[src/rtl/dmem_arbiter.sv]
// dmem_arbiter: round-robin two-port sequencer in front of a single-port data memory
module dmem_arbiter #(
  parameter int LATENCY = 2,
  parameter int DEPTH = 8
) (
  input  logic        clk_i,
  input  logic        rst_i,
  input  logic        req0_i,
  input  logic        we0_i,
  input  logic [31:0] addr0_i,
  input  logic [31:0] wdata0_i,
  input  logic        req1_i,
  input  logic        we1_i,
  input  logic [31:0] addr1_i,
  input  logic [31:0] wdata1_i,
  output logic        done0_o,
  output logic        done1_o,
  output logic        err_o,
  output logic [31:0] rdata_o,
  output logic        busy_o,
  output logic        MemWrite_o,
  output logic        MemRead_o,
  output logic [31:0] Addr_o,
  output logic [31:0] WriteData_o,
  input  logic [31:0] ReadData_i
);
  typedef enum logic [1:0] {IDLE, BUSY, DONE} state_t;
  localparam int CW = $clog2(LATENCY + 1);
  localparam logic [31:0] DEPTH_W = 32'(DEPTH);
  state_t state;
  logic last_grant;
  logic id;
  logic [CW-1:0] cnt;
  logic gnt;
  logic sel_we;
  logic bad;
  logic [31:0] sel_addr;
  logic [31:0] sel_wdata;
  // pick the winner (alternate on a tie) and check its address before touching memory
  always_comb begin
    gnt = (req0_i && req1_i) ? ~last_grant : req1_i;
    sel_we = gnt ? we1_i : we0_i;
    sel_addr = gnt ? addr1_i : addr0_i;
    sel_wdata = gnt ? wdata1_i : wdata0_i;
    bad = (sel_addr[1:0] != 2'b00) || ({2'b00, sel_addr[31:2]} >= DEPTH_W);
  end
  // sequencing FSM; done is raised on entry to DONE so it lasts exactly the DONE cycle
  always_ff @(posedge clk_i) begin
    if (rst_i) begin
      state <= IDLE;
      last_grant <= 1'b1;
      id <= 1'b0;
      cnt <= '0;
      done0_o <= 1'b0;
      done1_o <= 1'b0;
      err_o <= 1'b0;
      busy_o <= 1'b0;
      MemWrite_o <= 1'b0;
      MemRead_o <= 1'b0;
      rdata_o <= '0;
      Addr_o <= '0;
      WriteData_o <= '0;
    end else begin
      case (state)
        IDLE: if (req0_i || req1_i) begin
          last_grant <= gnt;
          id <= gnt;
          busy_o <= 1'b1;
          if (bad) begin
            state <= DONE;
            err_o <= 1'b1;
            done0_o <= ~gnt;
            done1_o <= gnt;
          end else begin
            state <= BUSY;
            cnt <= CW'(LATENCY - 1);
            Addr_o <= sel_addr;
            WriteData_o <= sel_wdata;
            MemWrite_o <= sel_we;
            MemRead_o <= ~sel_we;
          end
        end
        BUSY: if (cnt == '0) begin
          if (MemRead_o) rdata_o <= ReadData_i;
          MemWrite_o <= 1'b0;
          MemRead_o <= 1'b0;
          err_o <= 1'b0;
          done0_o <= ~id;
          done1_o <= id;
          state <= DONE;
        end else begin
          cnt <= cnt - CW'(1);
        end
        DONE: begin
          done0_o <= 1'b0;
          done1_o <= 1'b0;
          err_o <= 1'b0;
          busy_o <= 1'b0;
          state <= IDLE;
        end
        default: state <= IDLE;
      endcase
    end
  end
endmodule
[config.mk]
export PLATFORM = sky130hd
export DESIGN_NAME = dmem_arbiter
export DESIGN_NICKNAME = d
export VERILOG_FILES = /design/src/rtl/dmem_arbiter.sv
export SDC_FILE = /design/constraint.sdc
export NUM_CORES = 1
export LEC_CHECK = 0
export ABC_AREA = 1
export CORE_ASPECT_RATIO = 0.5
export CORE_MARGIN = 1
export CORE_UTILIZATION = 43
export DETAILED_ROUTE_END_ITERATION = 6
export PLACE_DENSITY = 0.88
export SYNTH_ARGS = -nofsm -noshare
export SYNTH_HDL_FRONTEND = slang
export SYNTH_SLANG_ARGS = --single-unit
[constraint.sdc]
create_clock -name clk_i -period 6 [get_ports clk_i]
set_input_delay 1.2 -clock clk_i [delete_from_list [all_inputs] [get_ports clk_i]]
set_output_delay 1.2 -clock clk_i [all_outputs]
set_load 0.03 [all_outputs]
==> flow_summary_export.csv, run 1 <==
group,metric,value,unit
outcome,status,"finished, final reports clean",
worst_hold_path,worstHoldPathType,"flop to flop",
logic_synthesis,synth_compound_area_frac,0.0800,
clock_network,cts_buffer_depth,2,
sta,worst_pin_slew,0.976,ns
clock_network,clock_latency,0.35,ns
sta,rsz0062_at_grt,"no",
setup_path,r2r-start,"last_grant$_SDFFE_PP1P_",
sta,fin_crit_sh,0.761,
setup_path,cp_max_fo,71,
global_routing,grt_max_degree,72,
sta,fmax,0.219,GHz
route,post_drt_wl_per_cell,12.4,µm
logic_synthesis,synth_area_leaders,"dfxtp_1 42%, nand2_1 20%, inv_1 7.7%, nor2_1 6.8%, a21oi_1 4.3%",
logic_synthesis,synthDominantCellAreaShare,0.424,
route,drtIter0Drc,220,
cells_and_area,regArea,2160,µm²
pwr,combPwrFrac,0.160,
route,routed_via_density,4.60,
logic_synthesis,yosys.area_share.simple,0.361,
pwr,powerDensity,190,nW/µm²
logic_synthesis,syn-num-nets,953,
sta,slew_headroom,0.349,
sta,fin_skew,0.0115,ns
clock_network,cts_root_buf,"clkbuf_16",
placed_design,dp.cells,1167,
setup_path,criticalPathCategory,"input pin to flop",
pwr,p_seq_frac,0.474,
pwr,finalPower,1.53,mW
logic_synthesis,synthXorXnorAreaFrac,0,
sta,hold_violations,0,
worst_hold_path,hold_start,"rdata_o[3]$_SDFFE_PP0P_",
clock_network,cts_tree,"built",
sta,setup_viol,0,
logic_synthesis,muxShareOfSynthArea,0,
global_routing,grt_pass1_vias,5211,
clock_network,h-tree-depth,3,
clock_network,cts_hold_buf,0,
setup_path,cp.arrival,4.85,ns
cells_and_area,nNetsFinal,1190,
clock_network,cts.reportedPaths.clkPinSlew,0.08,ns
pwr,ir_drop,121,µV
route,post-route-drc-count,0,
die,die_x,156,µm
die,coreArea,11300,µm²
logic_synthesis,synth-warning-count,0,
logic_synthesis,synth_edf_count,0,
logic_synthesis,yosysTopAreaCell,"dfxtp_1",
global_routing,grt_pass1_wl,23200,µm
setup_path,cp-startpoint,"req0_i",
cells_and_area,drive_above_1_share,0.0303,
logic_synthesis,avgSynthCellArea,6.52,µm²
pwr,swShare,0.253,
clock_network,postCtsSetupBuffers,0,
pwr,power_frac_clock,0.367,
cells_and_area,nFillCells,934,
logic_synthesis,synth_flop_cell,"dfxtp_1",
die,die_h,79.0,µm
sta,post-route-min-period,4.57,ns
logic_synthesis,synthCells,782,
cells_and_area,multi_input_area,2320,µm²
die,ioPinCount,268,
placed_design,hpwlAfterDp,11100,µm
setup_path,end_kind,"flop",
route,routed-via-count,5439,
logic_synthesis,yosysMostFrequentCell,"nand2_1",
sta,drv_slew,0,
route,wirelength,14700,µm
die,rows,27,
route,ant_nets,0,
logic_synthesis,seq_area_frac_synth,0.424,
global_routing,grtUsageTotal,0.235,
placed_design,gp_congestion,0.829,
sta,tns,0,ns
logic_synthesis,async_reset_ff_frac,0,
pwr,power_leakage,3.75,nW
logic_synthesis,syn_area,5100,µm²
logic_synthesis,yosysUniqueCellTypes,25,
setup_path,crit_path_start_kind,"input pin",
logic_synthesis,ys_ff_latch,108,
global_routing,antenna_found_initial,0,
flow_run,drv_cap,0,
cells_and_area,antennaDiodeCount,0,
clock_network,cts.sinks,108,
logic_synthesis,synth_top_family_by_area,"simple AND/OR/NAND/NOR gates",
die,dieArea,12300,µm²
cells_and_area,final_core_util,0.715,
pwr,p_int,1.15,mW
logic_synthesis,synthAdderAreaFrac,0.0123,
route,drt_first_pass_iters,6,
placed_design,numPortBuffers,267,
die,initial_core_util,0.452,
global_routing,grt_overflow,0,
cells_and_area,instances_no_fill,1183,
clock_network,cts-resized-gates,0,
cells_and_area,syn_to_final_growth,58.1,%
setup_path,worst_ep_required_time,6.29,ns
logic_synthesis,synth_commonest_cells,"274 x nand2_1, 108 x dfxtp_1, 104 x inv_1",
pwr,switchingPower,0.388,mW
clock_network,numCtsBuffers,9,
-- per-layer routing --
layer  global-route usage  wire length (µm)  up-vias
li1                     -                 -     2831
met1                0.238              5930     2427
met2                0.458              7560      143
met3               0.0579               742       38
met4                0.104               473        0
met5                    0                 0        -
-- registers in the layout, summed over array words and instances, names as in the netlist --
name         cells
done0_o          1
cnt              2
Addr_o          32
WriteData_o     32
state            2
done1_o          1
rdata_o         32
last_grant       1
MemWrite_o       1
busy_o           1
MemRead_o        1
err_o            1
id               1
-- placed cells by master (no fill, tap or decap), types with 2 or more instances in the layout --
cell,synthesis,final
a21oi_1,44,44
buf_4,3,4
nand3_1,14,13
inv_2,2,3
clkdlybuf4s50_1,0,267
nand2_2,2,2
nand2_1,274,274
o21ai_0,35,35
nor2_1,92,92
clkinv_4,0,3
dfxtp_1,108,108
and3_1,27,27
ha_1,5,5
inv_1,104,104
or2_2,2,2
clkbuf_16,0,9
nand3b_1,21,21
-- cell families (layout without fill, tap and decap cells) --
kind of cell | Yosys count | count (layout)
buf+inv | 152 | 394
fa+ha+maj | 5 | 5
flops | 108 | 108
compound gates | 81 | 81
simple gates | 436 | 436
-- cell type report --
| class | count | area share |
|---|---|---|
| repair buffers | 271 | 0.335 |
| multi-input cells | 522 | 0.287 |
| flip-flops and latches | 108 | 0.268 |
| inverters | 107 | 0.0498 |
| clock buffers | 9 | 0.0279 |
| well taps | 159 | 0.0247 |
| clock inverters | 7 | 0.00729 |
-- critical path, cell delays in order --
cell,delay [ns]
clkdlybuf4s50_1,0.49
nand2_2,0.27
nand2_2,0.43
buf_4,0.46
nand2_1,0.11
nand2_1,0.09
nand2_1,0.05
nor2_1,0.08
nand2_1,0.09
nor2_4,0.15
nand4_4,0.67
buf_4,0.51
nand2_1,0.09
nand2_1,0.05
nor2_1,0.11
-- worst paths after layout --
check	slack [ns]	endpoint	cells past startpoint
worst max-delay path	1.43	WriteData_o[13]$_SDFFE_PP0P_	15
worst min-delay path	0.44	rdata_o[3]$_SDFFE_PP0P_	2
worst max register to register	2.41	WriteData_o[13]$_SDFFE_PP0P_	14
worst min register to register	0.44	rdata_o[3]$_SDFFE_PP0P_	2
-- through the flow --
step / cell area (µm²) / hold slack (ns) / worst slack (ns)
floorplan: 5100 / 0.448 / 3.30
global placement: 7780 / 0.431 / 1.19
detailed placement: 7780 / 0.436 / 1.06
CTS: 8070 / 0.447 / 1.42
global route: 8070 / 0.469 / 1.01
finish: 8070 / 0.443 / 1.43
-- power by group through the flow --
stage / Sequential, mW / Clock [mW] / Combinational (mW)
after floorplan: 0.749 / 0 / 0.105
after global placement: 0.743 / 0 / 0.240
after detailed placement: 0.744 / 0 / 0.244
after CTS: 0.727 / 0.573 / 0.246
after global routing: 0.727 / 0.601 / 0.272
final: 0.727 / 0.563 / 0.245
No activity file was read; power rests on OpenSTA's default activity.
==> run 2: changes to the inputs <==
--- a/config.mk
+++ b/config.mk
@@ -8,9 +8,9 @@
 export ABC_AREA = 1
 export CORE_ASPECT_RATIO = 0.5
 export CORE_MARGIN = 1
-export CORE_UTILIZATION = 43
+export CORE_UTILIZATION = 36
 export DETAILED_ROUTE_END_ITERATION = 6
-export PLACE_DENSITY = 0.88
+export PLACE_DENSITY = 0.78
 export SYNTH_ARGS = -nofsm -noshare
 export SYNTH_HDL_FRONTEND = slang
 export SYNTH_SLANG_ARGS = --single-unit
==> constraint.sdc (replaced) <==
create_clock -name clk_i -period 3.9 [get_ports clk_i]
set_input_delay 0.78 -clock clk_i [delete_from_list [all_inputs] [get_ports clk_i]]
set_output_delay 0.78 -clock clk_i [all_outputs]
set_load 0.03 [all_outputs]
==> flow_summary_export.csv, run 2 (synthesis results as in run 1) <==
group,metric,value,unit
outcome,status,"finished, final reports clean",
clock_network,cts_hold_buf,0,
sta,tns,0,ns
clock_network,h-tree-depth,3,
pwr,p_int,1.77,mW
sta,hold_violations,0,
sta,fin_crit_sh,0.773,
global_routing,grt_pass1_wl,22700,µm
clock_network,cts-resized-gates,0,
global_routing,grt_pass1_vias,5064,
pwr,ir_drop,232,µV
pwr,switchingPower,0.549,mW
worst_hold_path,whs_path_depth,2,
setup_path,cp_max_fo,98,
route,post_drt_wl_per_cell,11.6,µm
die,die_h,86.2,µm
clock_network,cts_root_buf,"clkbuf_16",
clock_network,numCtsBuffers,9,
route,post-route-drc-count,0,
clock_network,cts_buffer_depth,2,
sta,fin_skew,0.00902,ns
placed_design,gp_congestion,0.877,
sta,timing.hold.ws,0.444,ns
global_routing,grtUsageTotal,0.190,
cells_and_area,instances_no_fill,1217,
sta,setup_viol,0,
placed_design,dp.cells,1204,
setup_path,cp.arrival,3.23,ns
pwr,p_seq_frac,0.483,
global_routing,grt_overflow,0,
placed_design,numPortBuffers,267,
sta,rsz0062_at_grt,"no",
setup_path,crit_path_start_kind,"input pin",
cells_and_area,nNetsFinal,1194,
cells_and_area,syn_to_final_growth,59.2,%
placed_design,hpwlAfterDp,10800,µm
setup_path,worst_ep_required_time,4.12,ns
sta,fmax,0.332,GHz
route,drtIter0Drc,157,
clock_network,cts.reportedPaths.clkPinSlew,0.07,ns
setup_path,end_kind,"flop",
global_routing,antenna_found_initial,0,
worst_hold_path,worstHoldPathType,"flop to flop",
pwr,power_leakage,3.77,nW
cells_and_area,antennaDiodeCount,0,
die,die_x,170,µm
pwr,powerDensity,285,nW/µm²
route,routed-via-count,5319,
sta,worst_pin_slew,0.981,ns
pwr,swShare,0.237,
global_routing,grt_max_degree,99,
clock_network,cts.sinks,108,
clock_network,postCtsSetupBuffers,0,
route,routed_via_density,4.37,
die,ioPinCount,268,
pwr,power_frac_clock,0.354,
cells_and_area,drive_above_1_share,0.0302,
route,drt_first_pass_iters,5,
cells_and_area,final_cell_mix,"274 x nand2_1, 267 x clkdlybuf4s50_1, 108 x dfxtp_1",
pwr,combPwrFrac,0.164,
clock_network,clock_latency,0.34,ns
die,rows,30,
route,wirelength,14200,µm
route,ant_nets,0,
die,coreArea,13700,µm²
die,dieArea,14700,µm²
sta,slew_headroom,0.346,
cells_and_area,layout_commonest_cell,"nand2_1",
setup_path,criticalPathCategory,"input pin to flop",
setup_path,rr_worst_depth,12,
die,initial_core_util,0.372,
clock_network,cts_tree,"built",
cells_and_area,top_regs,"Addr_o x32, WriteData_o x32, rdata_o x32",
sta,drv_slew,0,
flow_run,drv_cap,0,
sta,post-route-min-period,3.01,ns
run 2: final cells by class:
class | count | area (µm²)
clock buffers | 11 | 243
inverters | 107 | 402
flip-flops and latches | 108 | 2160
well taps | 192 | 240
repair buffers | 275 | 2750
multi-input cells | 522 | 2320
clock inverters | 2 | 13.8
fillers | 1272 | 5580
run 2: metrics by stage:
| step | worst slack [ns] | cell area, µm² | power, mW | util |
|---|---|---|---|---|
| after floorplan | 1.62 | 5100 | 1.31 | - |
| after global placement | 0.644 | 7870 | 1.52 | 0.574 |
| after detailed placement | 0.532 | 7870 | 1.53 | 0.574 |
| after CTS | 0.882 | 8120 | 2.34 | 0.593 |
| after global routing | 0.602 | 8120 | 2.41 | 0.593 |
| final | 0.885 | 8120 | 2.32 | 0.593 |
run 2: path summary, 6_finish.rpt:
path / startpoint / to / slack [ns]
hold reg to reg: rdata_o[19]$_SDFFE_PP0P_ / rdata_o[19]$_SDFFE_PP0P_ / 0.44
setup reg to reg: last_grant$_SDFFE_PP1P_ / Addr_o[9]$_SDFFE_PP0P_ / 1.44
hold / removal: rdata_o[19]$_SDFFE_PP0P_ / rdata_o[19]$_SDFFE_PP0P_ / 0.44
setup / recovery: req0_i / Addr_o[9]$_SDFFE_PP0P_ / 0.89
run 2: power by group through the flow:
stage | Clock [mW] | Sequential, mW | Combinational (mW)
3_5_place_dp | 0 | 1.14 | 0.381
3_3_place_gp | 0 | 1.14 | 0.375
5_1_grt | 0.874 | 1.12 | 0.421
6_report | 0.820 | 1.12 | 0.380
4_1_cts | 0.840 | 1.12 | 0.383
2_1_floorplan | 0 | 1.15 | 0.162
run 2: per-layer routing:
layer,part of all wire,up-vias,GRT usage
met5,0,-,0
met2,0.53,128,0.376
met4,0.021,0,0.0549
li1,-,2838,-
met1,0.40,2330,0.201
met3,0.048,23,0.0470
run 2: critical path: stages:
cell and delay [ns]:
clkdlybuf4s50_1 0.49, nand2_2 0.07, nand2_2 0.22, buf_4 0.26, nand2_1 0.07, nand2_1 0.07, nand2_1 0.05, nor2_1 0.10
nand2_1 0.07, nor2_2 0.24, nand4_4 0.10, buf_4 0.37, and3_1 0.29
==> run 3: changes to the inputs <==
==> constraint.sdc (replaced) <==
create_clock -name clk_i -period 2.4 [get_ports clk_i]
set_input_delay 0.48 -clock clk_i [delete_from_list [all_inputs] [get_ports clk_i]]
set_output_delay 0.48 -clock clk_i [all_outputs]
set_load 0.03 [all_outputs]
==> flow_summary_export.csv, run 3 (synthesis results as in run 1) <==
group,metric,value,unit
route,ant_nets,0,
cells_and_area,syn_to_final_growth,64.0,%
sta,post-route-min-period,2.20,ns
route,drtIter0Drc,206,
cells_and_area,top_regs,"Addr_o x32, WriteData_o x32, rdata_o x32",
sta,timing.hold.ws,0.442,ns
placed_design,numPortBuffers,267,
sta,fin_crit_sh,0.917,
setup_path,end_kind,"flop",
pwr,swShare,0.226,
global_routing,grt_pass1_wl,23000,µm
clock_network,cts_hold_buf,0,
sta,hold_violations,0,
setup_path,path_buf_inv,3,
route,post-route-drc-count,0,
global_routing,grtUsageTotal,0.194,
sta,worst_pin_slew,0.524,ns
clock_network,cts_tree,"built",
route,routed-via-count,5394,
pwr,switchingPower,0.929,mW
die,rows,30,
cells_and_area,drive_above_1_share,0.0472,
cells_and_area,antennaDiodeCount,0,
cells_and_area,final_core_util,0.611,
sta,fin_skew,0.00892,ns
cells_and_area,nFillCells,1216,
clock_network,h-tree-depth,3,
cells_and_area,nNetsFinal,1205,
route,routed_via_density,4.38,
route,post_drt_wl_per_cell,11.8,µm
setup_path,cp-startpoint,"req1_i",
setup_path,worst_ep_required_time,2.63,ns
flow_run,drv_cap,0,
sta,rsz0062_at_grt,"no",
die,die_h,86.2,µm
setup_path,crit_path_start_kind,"input pin",
setup_path,path_cells,"clkdlybuf4s50_1 > nand2_2 > buf_12 > o21ai_1 > nand2_1 > nor2_1 > nand2_1 > nor2_2 > buf_4 > nand2_1 > nand2_2 > nand2_1 > nand2_1 > a21oi_1",
cells_and_area,final_area,8360,µm²
placed_design,placed_area,8010,µm²
pwr,power_leakage,3.89,nW
pwr,p_int,3.18,mW
setup_path,cp.arrival,2.43,ns
worst_hold_path,worstHoldPathType,"flop to flop",
pwr,p_seq_frac,0.442,
global_routing,grt_pass1_vias,5034,
clock_network,cts_buffer_depth,2,
route,drt_first_pass_iters,6,
global_routing,grt_max_degree,65,
setup_path,slowest_stage,"clkdlybuf4s50_1",
cells_and_area,instances_no_fill,1231,
setup_path,crit_path_frequent_cell,"nand2_1",
sta,slew_headroom,0.651,
clock_network,clock_latency,0.34,ns
pwr,ir_drop,413,µV
outcome,status,"finished, final reports clean",
placed_design,dp.cells,1215,
global_routing,grt_overflow,0,
pwr,combPwrFrac,0.156,
clock_network,cts.reportedPaths.clkPinSlew,0.06,ns
pwr,finalPower,4.11,mW
pwr,power_frac_clock,0.402,
setup_path,critPathTopFamily,"buffers and inverters",
setup_path,r2r-start,"state[1]$_SDFFE_PP0P_",
sta,setup_viol,0,
setup_path,criticalPathCategory,"input pin to flop",
die,die_x,170,µm
clock_network,numCtsBuffers,9,
worst_hold_path,hold_start,"Addr_o[0]$_SDFFE_PP0P_",
clock_network,cts.sinks,108,
die,dieArea,14700,µm²
die,coreArea,13700,µm²
cells_and_area,layout_commonest_cell,"nand2_1",
route,wirelength,14500,µm
placed_design,gp_congestion,0.834,
clock_network,cts_root_buf,"clkbuf_16",
placed_design,hpwlAfterDp,11100,µm
sta,drv_slew,0,
global_routing,antenna_found_initial,0,
die,ioPinCount,268,
setup_path,cpPeakStageDelay,0.59,ns
die,initial_core_util,0.372,
pwr,powerDensity,491,nW/µm²
sta,fmax,0.454,GHz
setup_path,cp_max_fo,32,
cells_and_area,final_cell_mix,"272 x nand2_1, 267 x clkdlybuf4s50_1, 108 x dfxtp_1",
==> run 3: worst paths after layout <==
kind | endpoint | slack, ns | cells past startpoint
worst min-delay path | Addr_o[0]$_SDFFE_PP0P_ | 0.44 | 2
worst max-delay path | MemWrite_o$_SDFFE_PP0P_ | 0.20 | 14
worst min register to register | Addr_o[0]$_SDFFE_PP0P_ | 0.44 | 2
worst max register to register | err_o$_SDFFE_PP0P_ | 0.44 | 10
==> run 3: timing repair <==
| item | in CTS | in global routing |
|---|---|---|
| buffers inserted | 0 | 0 |
| endpoints found under the setup margin | 0 | 7 |
| hold endpoints to repair | 0 | 0 |
| resized for setup | 0 | 3 |
==> run 3: layout make-up <==
type / count / area [µm²] / share of cell area
Tap cell: 192 / 240 / 0.0287
Timing Repair Buffer: 286 / 2890 / 0.346
Inverter: 107 / 402 / 0.0480
Clock inverter: 4 / 77.6 / 0.00927
Clock buffer: 12 / 267 / 0.0319
Sequential cell: 108 / 2160 / 0.258
Multi-Input combinational cell: 522 / 2330 / 0.278
==> run 3: power by group through the flow <==
stage                     Clock (mW)  Combinational [mW]  Sequential, mW
after CTS                       1.70               0.642            1.82
after floorplan                    0               0.263            1.87
after detailed placement           0               0.638            1.86
after global routing            1.76               0.708            1.82
final                           1.65               0.639            1.82
after global placement             0               0.631            1.86
==> run 3: metal layers <==
layer	vias up	GRT usage	wire length, µm
li1	2863	-	-
met1	2365	0.208	6040
met2	137	0.373	7470
met3	29	0.0443	668
met4	0	0.0721	362
met5	-	0	0
==> run 3: tightest hold or removal path: stages (launching register included) <==
cell and delay (ns):
dfxtp_1 0.31, nand2_1 0.06, nor2_1 0.04
==> run 3: through the flow <==
| step | TNS (ns) | setup WS [ns] |
|---|---|---|
| 3_5_place_dp | -7.52 | -0.192 |
| 3_3_place_gp | -5.22 | -0.121 |
| 5_1_grt | 0 | 0.00128 |
| 6_report | 0 | 0.199 |
| 2_1_floorplan | 0 | 0.425 |
| 4_1_cts | 0 | 0.157 |
